**src/rtl/feature_arbiter_if.sv**
```systemverilog
// Request/grant bundle between the two input interfaces (IE01, IE02) and the
// feature arbiter.
interface feature_arbiter_if;
    logic       req1;
    logic [2:0] feat1;
    logic       req2;
    logic [2:0] feat2;
    logic       gnt1;
    logic       gnt2;
    logic [2:0] act1;
    logic [2:0] act2;
    logic       cftout;

    modport master (
        output req1, feat1, req2, feat2,
        input  gnt1, gnt2, act1, act2, cftout
    );

    modport slave (
        input  req1, feat1, req2, feat2,
        output gnt1, gnt2, act1, act2, cftout
    );
endinterface

```
**src/rtl/feature_arbiter.sv**
```systemverilog
// Two-channel feature arbiter: grants both channels on distinct feature codes,
// serialises colliding codes with round-robin priority and a bounded hold.
module feature_arbiter_chan #(
    parameter int MAX_HOLD = 4
) (
    input  logic       clk,
    input  logic       reset,
    input  logic       req_i,
    input  logic [2:0] feat_i,
    input  logic       oth_act_i,
    input  logic [2:0] oth_lf_i,
    input  logic       oth_req_i,
    input  logic [2:0] oth_feat_i,
    input  logic       oth_fav_i,
    input  logic       oth_exp_i,
    output logic       act_o,
    output logic [2:0] lf_o,
    output logic       exp_o,
    output logic       blocked_o,
    output logic       take_o
);
    typedef enum logic {IDLE, ACTIVE} state_e;

    localparam logic [3:0] CNT_MAX = 4'(MAX_HOLD - 1);

    state_e     state_q, state_d;
    logic [2:0] lf_q, lf_d;
    logic [3:0] cnt_q, cnt_d;
    logic       hand_in, hand_out;

    // Blocking is judged on pre-edge state only, so a normal release costs
    // the waiter one idle cycle; a forced handover bypasses the block.
    assign blocked_o = (state_q == IDLE) && req_i &&
                       ((oth_act_i && (oth_lf_i == feat_i)) ||
                        (!oth_act_i && oth_req_i && (oth_feat_i == feat_i) && oth_fav_i));
    assign hand_in   = (state_q == IDLE) && req_i && oth_exp_i && (oth_lf_i == feat_i);
    assign hand_out  = exp_o && !oth_act_i && oth_req_i && (oth_feat_i == lf_q);
    assign exp_o     = (state_q == ACTIVE) && (cnt_q == CNT_MAX);

    always_comb begin
        state_d = state_q;
        lf_d    = lf_q;
        cnt_d   = cnt_q;
        take_o  = 1'b0;
        case (state_q)
            IDLE: begin
                if (req_i && (!blocked_o || hand_in)) begin
                    state_d = ACTIVE;
                    lf_d    = feat_i;
                    cnt_d   = '0;
                    take_o  = 1'b1;
                end
            end
            ACTIVE: begin
                if (!req_i || hand_out) begin
                    state_d = IDLE;
                    lf_d    = '0;
                    cnt_d   = '0;
                end else if (cnt_q != CNT_MAX) begin
                    cnt_d = cnt_q + 4'd1;
                end
            end
            default: state_d = IDLE;
        endcase
    end

    always_ff @(posedge clk) begin
        if (reset) begin
            state_q <= IDLE;
            lf_q    <= '0;
            cnt_q   <= '0;
        end else begin
            state_q <= state_d;
            lf_q    <= lf_d;
            cnt_q   <= cnt_d;
        end
    end

    assign act_o = (state_q == ACTIVE);
    assign lf_o  = lf_q;
endmodule

module feature_arbiter #(
    parameter int MAX_HOLD = 4
) (
    input  logic              clk,
    input  logic              reset,
    feature_arbiter_if.slave  bus
);
    localparam int NUM_CH = 2;

    logic [NUM_CH-1:0]      req, act, expiring, blocked, take;
    logic [NUM_CH-1:0][2:0] feat, lf;
    logic                   prio_q, prio_d;
    logic                   cftout_q, cftout_d;

    assign req  = {bus.req2, bus.req1};
    assign feat = {bus.feat2, bus.feat1};

    for (genvar g = 0; g < NUM_CH; g++) begin : g_ch
        localparam int O = NUM_CH - 1 - g;
        feature_arbiter_chan #(.MAX_HOLD(MAX_HOLD)) u_ch (
            .clk        (clk),
            .reset      (reset),
            .req_i      (req[g]),
            .feat_i     (feat[g]),
            .oth_act_i  (act[O]),
            .oth_lf_i   (lf[O]),
            .oth_req_i  (req[O]),
            .oth_feat_i (feat[O]),
            .oth_fav_i  (prio_q == 1'(O)),
            .oth_exp_i  (expiring[O]),
            .act_o      (act[g]),
            .lf_o       (lf[g]),
            .exp_o      (expiring[g]),
            .blocked_o  (blocked[g]),
            .take_o     (take[g])
        );
    end

    // A lone grant hands priority to the other channel; simultaneous grants
    // (distinct codes) leave it alone.
    always_comb begin
        prio_d = prio_q;
        if (take == 2'b01)
            prio_d = 1'b1;
        else if (take == 2'b10)
            prio_d = 1'b0;
        cftout_d = ~|blocked;
    end

    always_ff @(posedge clk) begin
        if (reset) begin
            prio_q   <= 1'b0;
            cftout_q <= 1'b1;
        end else begin
            prio_q   <= prio_d;
            cftout_q <= cftout_d;
        end
    end

    assign bus.gnt1   = act[0];
    assign bus.gnt2   = act[1];
    assign bus.act1   = lf[0];
    assign bus.act2   = lf[1];
    assign bus.cftout = cftout_q;
endmodule
```
**src/flat_wrapper.sv**
```systemverilog
// flat-port wrapper written by rule: the top's interface ports become plain ports
module feature_arbiter_flat 
#(
    parameter int MAX_HOLD = 4
)
  (clk, reset, bus_req1, bus_feat1, bus_req2, bus_feat2, bus_gnt1, bus_gnt2, bus_act1, bus_act2, bus_cftout);
  feature_arbiter_if bus_i ();
  input  logic clk;
  input  logic reset;
  input wire logic [$bits(bus_i.req1)-1:0] bus_req1;
  input wire logic [$bits(bus_i.feat1)-1:0] bus_feat1;
  input wire logic [$bits(bus_i.req2)-1:0] bus_req2;
  input wire logic [$bits(bus_i.feat2)-1:0] bus_feat2;
  output wire logic [$bits(bus_i.gnt1)-1:0] bus_gnt1;
  output wire logic [$bits(bus_i.gnt2)-1:0] bus_gnt2;
  output wire logic [$bits(bus_i.act1)-1:0] bus_act1;
  output wire logic [$bits(bus_i.act2)-1:0] bus_act2;
  output wire logic [$bits(bus_i.cftout)-1:0] bus_cftout;
  assign bus_i.req1 = bus_req1;
  assign bus_i.feat1 = bus_feat1;
  assign bus_i.req2 = bus_req2;
  assign bus_i.feat2 = bus_feat2;
  assign bus_gnt1 = bus_i.gnt1;
  assign bus_gnt2 = bus_i.gnt2;
  assign bus_act1 = bus_i.act1;
  assign bus_act2 = bus_i.act2;
  assign bus_cftout = bus_i.cftout;
  feature_arbiter #(.MAX_HOLD(MAX_HOLD)) u_core (.clk(clk), .reset(reset), .bus(bus_i));
endmodule
```
**config.mk**
```make
export PLATFORM = sky130hd
export DESIGN_NAME = feature_arbiter_flat
export DESIGN_NICKNAME = d
export VERILOG_FILES = /design/src/rtl/feature_arbiter_if.sv /design/src/rtl/feature_arbiter.sv /design/src/flat_wrapper.sv
export SDC_FILE = /design/constraint.sdc
export NUM_CORES = 1
export LEC_CHECK = 0
export ABC_AREA = 1
export BUFFER_PORTS_ARGS = -buffer_cell sky130_fd_sc_hd__buf_2
export CORE_UTILIZATION = 42
export CTS_BUF_LIST = sky130_fd_sc_hd__clkbuf_8 sky130_fd_sc_hd__clkbuf_16
export DETAILED_ROUTE_END_ITERATION = 6
export PLACE_DENSITY = 0.69
export SLEW_MARGIN = 40
export SYNTH_ARGS = -nofsm -noshare
export SYNTH_HDL_FRONTEND = slang
export SYNTH_SLANG_ARGS = --single-unit
```
**constraint.sdc**
```tcl
create_clock -name clk -period 4.2 [get_ports clk]
set_clock_uncertainty 0.1 [all_clocks]
set_input_delay 0.84 -clock clk [delete_from_list [all_inputs] [get_ports clk]]
set_output_delay 0.84 -clock clk [all_outputs]
set_load 0.1 [all_outputs]
```
# Word level (Yosys, flattened, before mapping)
# Index checks and enable logic that the tools add are counted.
# Widths: inputs -> output; s select.
# word_totals
regBits	18
out_inout_bits	9
elab_cells	100
# op_classes
n_addsub	2
n_eq_ne	18
muxes	24
n_bitwise	3
reduce_logical	45
# ops
operator	count
$logic_and 1x1->1	26
$mux 4	6
$eq 3x3->1	6
$pmux 4 s2	2
$mux 3	4
$pmux 3 s2	2
$add 4x1->4 const B	2
$eq 4x2->1 const B	2
$mux 1	8
$ne 2x1->1 const B	4
$ne 4x2->1 const B	2
$reduce_and 2->1	4
$logic_not 1->1	7
$logic_or 1x1->1	6
$ne 3x1->1 const B	2
$pmux 1 s2	2
$not 1->1	3
$eq 2x1->1 const B	1
$eq 2x2->1 const B	1
$reduce_bool 2->1	1
$reduce_or 2->1	1

# Logic depth before layout (Yosys ltp)
# Gate-level depths: netlist (run 1).
# depth
word_depth	14
ltp_mapped	13
ltp_nobuf	13

# Cells and area by module
# Synthesis (run 1) repeated with hierarchy kept, for this count alone.
# hier_totals
cells_unflattened	217
hier_area_um2	1442.6
# by_module_without_submodules
mod	n_inst	cells_per_inst	area_per_inst_um2	seq_area_each_um2
feature_arbiter_chan	2	103	675.6	160.2
feature_arbiter	1	11	91.3	40.0

# Worst setup path before layout (run 1)
# OpenSTA, ideal clock, no wires.
# synth_path
kind	register -> register
startpoint	reg u_core.g_ch[1].u_ch.state_q
endpoint	reg u_core.prio_q
setup_ns	0.119
t_arrival_ns	2.332
t_required_ns	3.981
slack_ns	1.648
path_stages_with_launch	12
path_buffers	1
cell_sequence	dfxtp_1 > buf_2 > nand2_1 > nor2_1 > nand2_1 > nand2_1 > nand2_1 > nand2_1 > inv_1 > ha_1 > o21ai_0 > a21oi_1
# synth_via
elab_chain_cells	13
word_cells_on_any_way	29
cone_classes	eq/ne: 2; mux: 5; bitwise: 1; reduce/logical: 21
# synth_lines
item	line	rtl
start: declaration	feature_arbiter.sv:26	state_e state_q, state_d;
start signal: assignment	feature_arbiter.sv:73	state_q <= state_d;
$logic_not 1->1	feature_arbiter.sv:35	(!oth_act_i && oth_req_i && (oth_feat_i == feat_i) && oth_fav_i));
$logic_and 1x1->1 (3 in a row)	feature_arbiter.sv:35	
$logic_or 1x1->1	feature_arbiter.sv:34	((oth_act_i && (oth_lf_i == feat_i)) ||
$logic_and 1x1->1	feature_arbiter.sv:33	assign blocked_o = (state_q == IDLE) && req_i &&
$logic_not 1->1	feature_arbiter.sv:47	if (req_i && (!blocked_o || hand_in)) begin
$logic_or 1x1->1	feature_arbiter.sv:47	
$logic_and 1x1->1	feature_arbiter.sv:47	
$mux 1	feature_arbiter.sv:47	
$mux 1	feature_arbiter.sv:45	case (state_q)
$eq 2x1->1 / $eq 2x2->1 (equally long branches)	feature_arbiter.sv:125, feature_arbiter.sv:127	
$mux 1 / $reduce_bool 2->1 (equally long branches)	--	
end signal: assignment	feature_arbiter.sv:137	prio_q <= prio_d;
end: declaration	feature_arbiter.sv:94	logic prio_q, prio_d;
# Several ways; a longest one is shown, not always the timed one.
# A chain may end at the register's enable or synchronous reset.

# Worst setup path in the final report (run 1)
# layout_path
startpoint	in bus_req1
endpoint	reg u_core.prio_q
# layout_via
elab_chain_cells	12
word_cells_on_any_way	23
cone_classes	eq/ne: 2; mux: 5; reduce/logical: 16
# layout_lines
item	line	rtl
start: declaration	flat_wrapper.sv:10	input wire logic [$bits(bus_i.req1)-1:0] bus_req1;
$logic_and 1x1->1 (3 in a row)	feature_arbiter.sv:35	
$logic_or 1x1->1	feature_arbiter.sv:34	
$logic_and 1x1->1	feature_arbiter.sv:33	
$logic_not 1->1	feature_arbiter.sv:47	
$logic_or 1x1->1	feature_arbiter.sv:47	
$logic_and 1x1->1	feature_arbiter.sv:47	
$mux 1	feature_arbiter.sv:47	
$mux 1	feature_arbiter.sv:45	
$eq 2x1->1 / $eq 2x2->1 (equally long branches)	feature_arbiter.sv:125, feature_arbiter.sv:127	
$mux 1 / $reduce_bool 2->1 (equally long branches)	--	
# Several ways; a longest one is shown, not always the timed one.

==> run_results.csv, run 1 <==
group,metric,value,unit
setup_path,cp-startpoint,"bus_req1",
setup_path,reg2reg_depth,12,
power,power_switching,0.190,mW
run,max_cap_violations,0,
clock_network,clock-sinks,18,
timing,grt_setup_unrepaired,"false",
clock_network,cts_buffers,3,
power,p_clk_share,29.5,%
placed_design,dp_slack,1.60,ns
die,core_area,2570,um2
setup_path,crit_path_frequent_cell,"nand2_1",
placed_design,place.gp.congestion,0.855,
die,die-width,55.1,um
clock_network,cts-resized-gates,0,
power,ir_drop,0.000314,V
setup_path,reg2reg_to,"u_core.prio_q$_SDFFE_PP0P_",
setup_path,max_stage_delay,0.30,ns
die,initial_core_util,46.1,%
setup_path,critical_path_class,"in2reg",
timing,hold-worst-slack,0.383,ns
synth,netlist_area,1180,um2
global_routing,grt_max_degree,15,
timing,finalSetupViolCount,0,
finish,antennaDiodeCount,0,
timing,drv_slew,0,
global_routing,grtUsageTotal,20.1,%
power,power.leakage,0.680,nW
drt,via_per_inst,5.05,
power,sequentialPowerShare,40.3,%
setup_path,path_max_fanout,9,
timing,slew_headroom,67.8,%
setup_path,cp-start-kind,"input port",
drt,drt_iter0_markers,21,
power,p_comb_share,30.2,%
setup_path,required,4.25,ns
hold_path,min_from,"u_core.prio_q$_SDFFE_PP0P_",
clock_network,clk_latency,0.26,ns
clock_network,clk_pin_slew,0.07,ns
die,dieArea,3030,um2
finish,drive_gt1_share,17.6,%
synth,syn_inst,186,
clock_network,post_cts_buffers,0,
timing,timing.final.ws_setup,1.85,ns
drt,dr.pass1.iters,4,
drt,drcViolationCount,0,
setup_path,cp_slowest_cell,"ha_1",
synth,ys_seq_elements,18,
timing,fmax,425,MHz
timing,hold_viol_final,0,
setup_path,cp_data_arrival_time,2.40,ns
placed_design,port_buffers,18,
synth,syn_area_per_cell,6.36,um2
drt,vias,1182,
power,p_sw_share,38.4,%
finish,area_growth,13.6,%
setup_path,r2r_setup_slack,2.02,ns
hold_path,holdPathStages,2,
synth,ys_warn_count,0,
timing,fin_crit_sh,56.0,%
drt,wl_per_cell,10.9,um
setup_path,path_cells,"buf_2 > nand2_1 > inv_1 > nand2_1 > nor2_1 > nand2_1 > nand2_1 > nand2_1 > nand2_1 > inv_1 > ha_1 > o21ai_0 > a21oi_1",
clock_network,hold_buffers,0,
synth,yosysSeqAreaShare,30.4,%
setup_path,cp-endpoint,"u_core.prio_q$_SDFFE_PP0P_",
drt,ant_nets,0,
clock_network,clockRootBuffer,"clkbuf_8",
die,die_h,55.1,um
run_status,status,"finished clean",
die,io-pin-count,19,
global_routing,grt_antenna_before_repair,0,
placed_design,dp.final_hpwl,1.96,mm
synth,synth_cell_types,26,
clock_network,h-tree-depth,1,
drt,drt_wl_total,2.56,mm
finish,fin_nets,218,
power,powerDensity,367,nW/um2
setup_path,endpoint_kind,"flop",
global_routing,grt_first_pass_wirelength,4.33,mm
die,rows,18,
clock_network,cts_tree,"done",
power,p_int,0.304,mW
synth,syn_nets,199,
hold_path,min_path_type,"reg2reg",
global_routing,grt_pass1_vias,1028,
timing,finalCriticalPeriod,2.35,ns
clock_network,cts.path.max_buffers,2,
setup_path,r2r-start,"u_core.g_ch[0].u_ch.act_o$_SDFF_PP0_",
timing,worst_pin_slew,0.486,ns
global_routing,grt-ovfl-total,0,
timing,setup_tns,0,ns
critical path: cells and delay by family:
family	cells	cell delay, ns
buffers and inverters	3	0.33
AND/OR/NAND/NOR	7	0.74
adder cells (fa/ha/maj)	1	0.30
AO/OA/AOI/OAI	2	0.19
metrics by stage:
| step | utilization (%) | area, um2 | power (mW) | std cells |
|---|---|---|---|---|
| after floorplan | - | 1180 | 0.324 | 186 |
| after global routing | 52.4 | 1350 | 0.518 | 234 |
| after global placement | 50.2 | 1290 | 0.349 | 230 |
| final | 52.4 | 1350 | 0.494 | 234 |
| after detailed placement | 50.2 | 1290 | 0.352 | 230 |
| after CTS | 52.4 | 1350 | 0.498 | 234 |
cell type report:
| class | instances | area, um2 |
|---|---|---|
| Timing Repair Buffer | 18 | 90.1 |
| Tap cell | 30 | 37.5 |
| Multi-Input combinational cell | 141 | 716 |
| Sequential cell | 18 | 360 |
| Clock buffer | 4 | 55.1 |
| Inverter | 23 | 86.3 |
| Fill cell | 257 | 1220 |
registers in the layout (all words and copies together) (netlist names):
register                cells
u_core.bus.cftout           1
u_core.g_ch.u_ch.act_o      2
u_core.g_ch.u_ch.cnt_q      8
u_core.g_ch.u_ch.lf_o       6
u_core.prio_q               1
cell families after synthesis:
family	count (synthesis)	synth area share, %
compound gates	21	9.20
buf+inv	27	9.09
flops	18	30.4
xor+xnor	7	5.18
simple gates	110	42.9
fa+ha+maj	3	3.17
worst min path at each step:
| stage | end | slack, ns |
|---|---|---|
| floorplan | u_core.prio_q$_SDFFE_PP0P_ | 0.34 |
| global placement | u_core.prio_q$_SDFFE_PP0P_ | 0.36 |
| detailed placement | u_core.prio_q$_SDFFE_PP0P_ | 0.37 |
| CTS | u_core.prio_q$_SDFFE_PP0P_ | 0.38 |
| global route | u_core.prio_q$_SDFFE_PP0P_ | 0.40 |
| finish | u_core.prio_q$_SDFFE_PP0P_ | 0.38 |
synth_stat cells:
library cell  number  share of area [%]
a21oi_1           15                6.3
a21oi_2            1               0.74
buf_2              2               0.85
buf_4              1               0.63
clkbuf_1           1               0.32
dfxtp_1           18                 30
ha_1               3                3.2
inv_1             21                6.7
inv_2              2               0.63
nand2_1           44                 14
nand2_2            5                2.6
nand2_4            1               0.95
nand3_1           20                8.5
nand3_2            2                1.7
nand3b_1           1               0.63
nand4_1            6                3.2
nor2_1            25                7.9
nor2_2             1               0.53
nor2_4             1               0.95
nor3_1             2               0.85
nor3b_1            1               0.63
o21ai_0            3                1.3
o21ai_1            2               0.85
or2_2              1               0.53
xnor2_1            2                1.5
xor2_1             5                3.7
power by group through the flow:
stage / combinational, mW / clock [mW] / sequential [mW]
after floorplan: 0.0697 / 0 / 0.254
after global placement: 0.147 / 0 / 0.202
after detailed placement: 0.149 / 0 / 0.203
after CTS: 0.150 / 0.149 / 0.199
after global routing: 0.164 / 0.153 / 0.202
final: 0.149 / 0.146 / 0.199
cells in the final DEF (no fill, tap or decap):
cell type,instances
inv_2,2
nor2_4,1
nand3_2,2
o21ai_1,2
nor3_1,2
inv_1,21
nor2_1,25
or2_2,1
nor3b_1,1
nand2_1,44
nand4_1,6
a21oi_2,1
xor2_1,5
dfxtp_1,18
o21ai_0,3
nand3_1,20
xnor2_1,2
buf_2,18
nand2_4,1
nand2_2,5
clkbuf_8,4
a21oi_1,15
ha_1,3
nand3b_1,1
nor2_2,1
routing by layer:
| metal | global-route usage [%] | part of all wire, % |
|---|---|---|
| met5 | 0 | 0 |
| met4 | 5.00 | 0.98 |
| met3 | 4.92 | 4.3 |
| met2 | 34.3 | 46 |
| met1 | 25.0 | 48 |
Note: power is estimated with default switching activity, not from simulation.
==> run 2: changes to the inputs <==
==> constraint.sdc (replaced) <==
create_clock -name clk -period 2.4 [get_ports clk]
set_clock_uncertainty 0.1 [all_clocks]
set_input_delay 0.48 -clock clk [delete_from_list [all_inputs] [get_ports clk]]
set_output_delay 0.48 -clock clk [all_outputs]
set_load 0.1 [all_outputs]
==> run 2 against run 1 <==
Effect of this change:
- global-route usage grew 0.44 points
- core utilization shrank 0.097 points
- final area shrank 0.19%
- highest routed layer unchanged
- power grew 68%
- worst setup slack lost 1.5 ns
- combinational power grew 78%
==> run_results.csv, run 2 (same netlist as run 1, synthesis figures left out) <==
group,metric,value,unit
clock_network,clock-sinks,18,
global_routing,grt-ovfl-total,0,
power,sequentialPowerShare,42.1,%
finish,finalInstanceArea,1340,um2
drt,drt_wl_total,2.59,mm
finish,antennaDiodeCount,0,
die,rows,18,
finish,area_growth,13.4,%
clock_network,clk_pin_slew,0.07,ns
drt,drt_iter0_markers,43,
setup_path,required,2.45,ns
run,max_cap_violations,0,
clock_network,cts.path.max_buffers,2,
power,finalPower,0.832,mW
timing,finalSetupViolCount,0,
clock_network,post_cts_buffers,0,
clock_network,h-tree-depth,1,
clock_network,clk_latency,0.26,ns
die,initial_core_util,46.1,%
setup_path,critical_path_class,"reg2reg",
drt,via_per_inst,5.19,
timing,drv_slew,0,
timing,timing.final.ws_setup,0.304,ns
clock_network,hold_buffers,0,
setup_path,r2r_setup_slack,0.30,ns
drt,ant_nets,0,
global_routing,grt_first_pass_wirelength,4.37,mm
setup_path,cp-endpoint,"u_core.prio_q$_SDFFE_PP0P_",
timing,finalCriticalPeriod,2.10,ns
timing,grt_setup_unrepaired,"false",
setup_path,reg2reg_to,"u_core.prio_q$_SDFFE_PP0P_",
power,p_comb_share,31.8,%
placed_design,dp_slack,0.301,ns
finish,largest_register_ffs,8,
global_routing,grt_max_degree,15,
setup_path,cp_data_arrival_time,2.15,ns
timing,slew_headroom,67.7,%
drt,drcViolationCount,0,
finish,fin_nets,219,
die,die-width,55.1,um
die,dieArea,3030,um2
power,p_sw_share,39.7,%
global_routing,grt_antenna_before_repair,0,
setup_path,cp-startpoint,"u_core.g_ch[0].u_ch.cnt_q[0]$_SDFFE_PP0P_",
clock_network,clockRootBuffer,"clkbuf_8",
setup_path,path_cells,"ha_1 > nor3b_1 > nand3_2 > nand2_2 > nand2_2 > ha_1 > o21ai_0 > a21oi_1",
power,power_switching,0.330,mW
setup_path,endpoint_kind,"flop",
die,core_area,2570,um2
power,p_clk_share,26.1,%
setup_path,worstPathBufferInverterCount,0,
timing,fmax,477,MHz
drt,wl_per_cell,11.1,um
setup_path,reg2reg_depth,8,
clock_network,cts-resized-gates,0,
power,powerDensity,620,nW/um2
global_routing,grt_pass1_vias,1056,
run_status,status,"finished clean",
die,io-pin-count,19,
clock_network,cts_buffers,3,
clock_network,cts_tree,"done",
die,die_h,55.1,um
power,p_int,0.502,mW
placed_design,dp.final_hpwl,1.94,mm
drt,vias,1214,
setup_path,path_max_fanout,6,
setup_path,cp_slowest_cell,"dfxtp_1",
power,ir_drop,0.000439,V
placed_design,place.gp.congestion,0.845,
setup_path,r2r-start,"u_core.g_ch[0].u_ch.cnt_q[0]$_SDFFE_PP0P_",
finish,final_cell_mix,"nand2_1 (44), nor2_1 (25), inv_1 (21)",
drt,dr.pass1.iters,4,
hold_path,min_path_type,"in2reg",
timing,worst_pin_slew,0.487,ns
global_routing,grtUsageTotal,20.5,%
setup_path,max_stage_delay,0.39,ns
finish,drive_gt1_share,19.1,%
timing,fin_crit_sh,87.3,%
timing,hold_viol_final,0,
setup_path,critical_path.top_delay_family,"simple AND/OR/NAND/NOR gates",
finish,max_flop_register,"u_core.g_ch.u_ch.cnt_q",
finish,layout_commonest_cell,"nand2_1",
setup_path,cp-start-kind,"flop",
timing,setup_tns,0,ns
setup_path,path_depth,8,
power,power.leakage,0.678,nW
placed_design,port_buffers,18,
placed_design,postPlaceCellArea,1300,um2
==> run 2: through the flow <==
step                      utilization, %  cells  hold slack, ns
final                               52.3    234           0.344
after global routing                52.3    234           0.343
after CTS                           52.3    234           0.338
after detailed placement            50.7    231           0.366
after global placement              50.7    231           0.362
after floorplan                        -    186           0.343
==> run 2: worst min path at each step <==
stage                               start                                        end  slack (ns)  depth (start not counted)
2_1_floorplan  u_core.prio_q$_SDFFE_PP0P_                 u_core.prio_q$_SDFFE_PP0P_        0.34                          2
3_3_place_gp   u_core.prio_q$_SDFFE_PP0P_                 u_core.prio_q$_SDFFE_PP0P_        0.36                          2
3_5_place_dp   u_core.prio_q$_SDFFE_PP0P_                 u_core.prio_q$_SDFFE_PP0P_        0.37                          2
4_1_cts                             reset  u_core.g_ch[1].u_ch.cnt_q[2]$_SDFFE_PP0P_        0.34                          2
5_1_grt                             reset  u_core.g_ch[1].u_ch.cnt_q[2]$_SDFFE_PP0P_        0.34                          2
6_report                            reset  u_core.g_ch[1].u_ch.cnt_q[2]$_SDFFE_PP0P_        0.34                          2
==> run 2: area by class of cell <==
| class | instances | area [um2] |
|---|---|---|
| Multi-Input combinational cell | 141 | 716 |
| Timing Repair Buffer | 19 | 97.6 |
| Sequential cell | 18 | 364 |
| Clock buffer | 3 | 41.3 |
| Inverter | 23 | 86.3 |
| Fill cell | 271 | 1220 |
| Tap cell | 30 | 37.5 |
==> run 2: layer usage <==
metal | up-vias | wire (um) | track usage (%)
met3 | 4 | 125 | 4.92
li1 | 638 | - | -
met2 | 32 | 1180 | 34.3
met4 | 0 | 29 | 7.50
met5 | - | 0 | 0
met1 | 540 | 1260 | 25.3
==> run 2: power by group through the flow <==
stage | logic (mW) | clock network, mW | registers [mW]
after global routing | 0.290 | 0.240 | 0.354
after global placement | 0.260 | 0 | 0.355
after CTS | 0.264 | 0.224 | 0.350
after floorplan | 0.122 | 0 | 0.446
after detailed placement | 0.263 | 0 | 0.357
final | 0.265 | 0.217 | 0.350
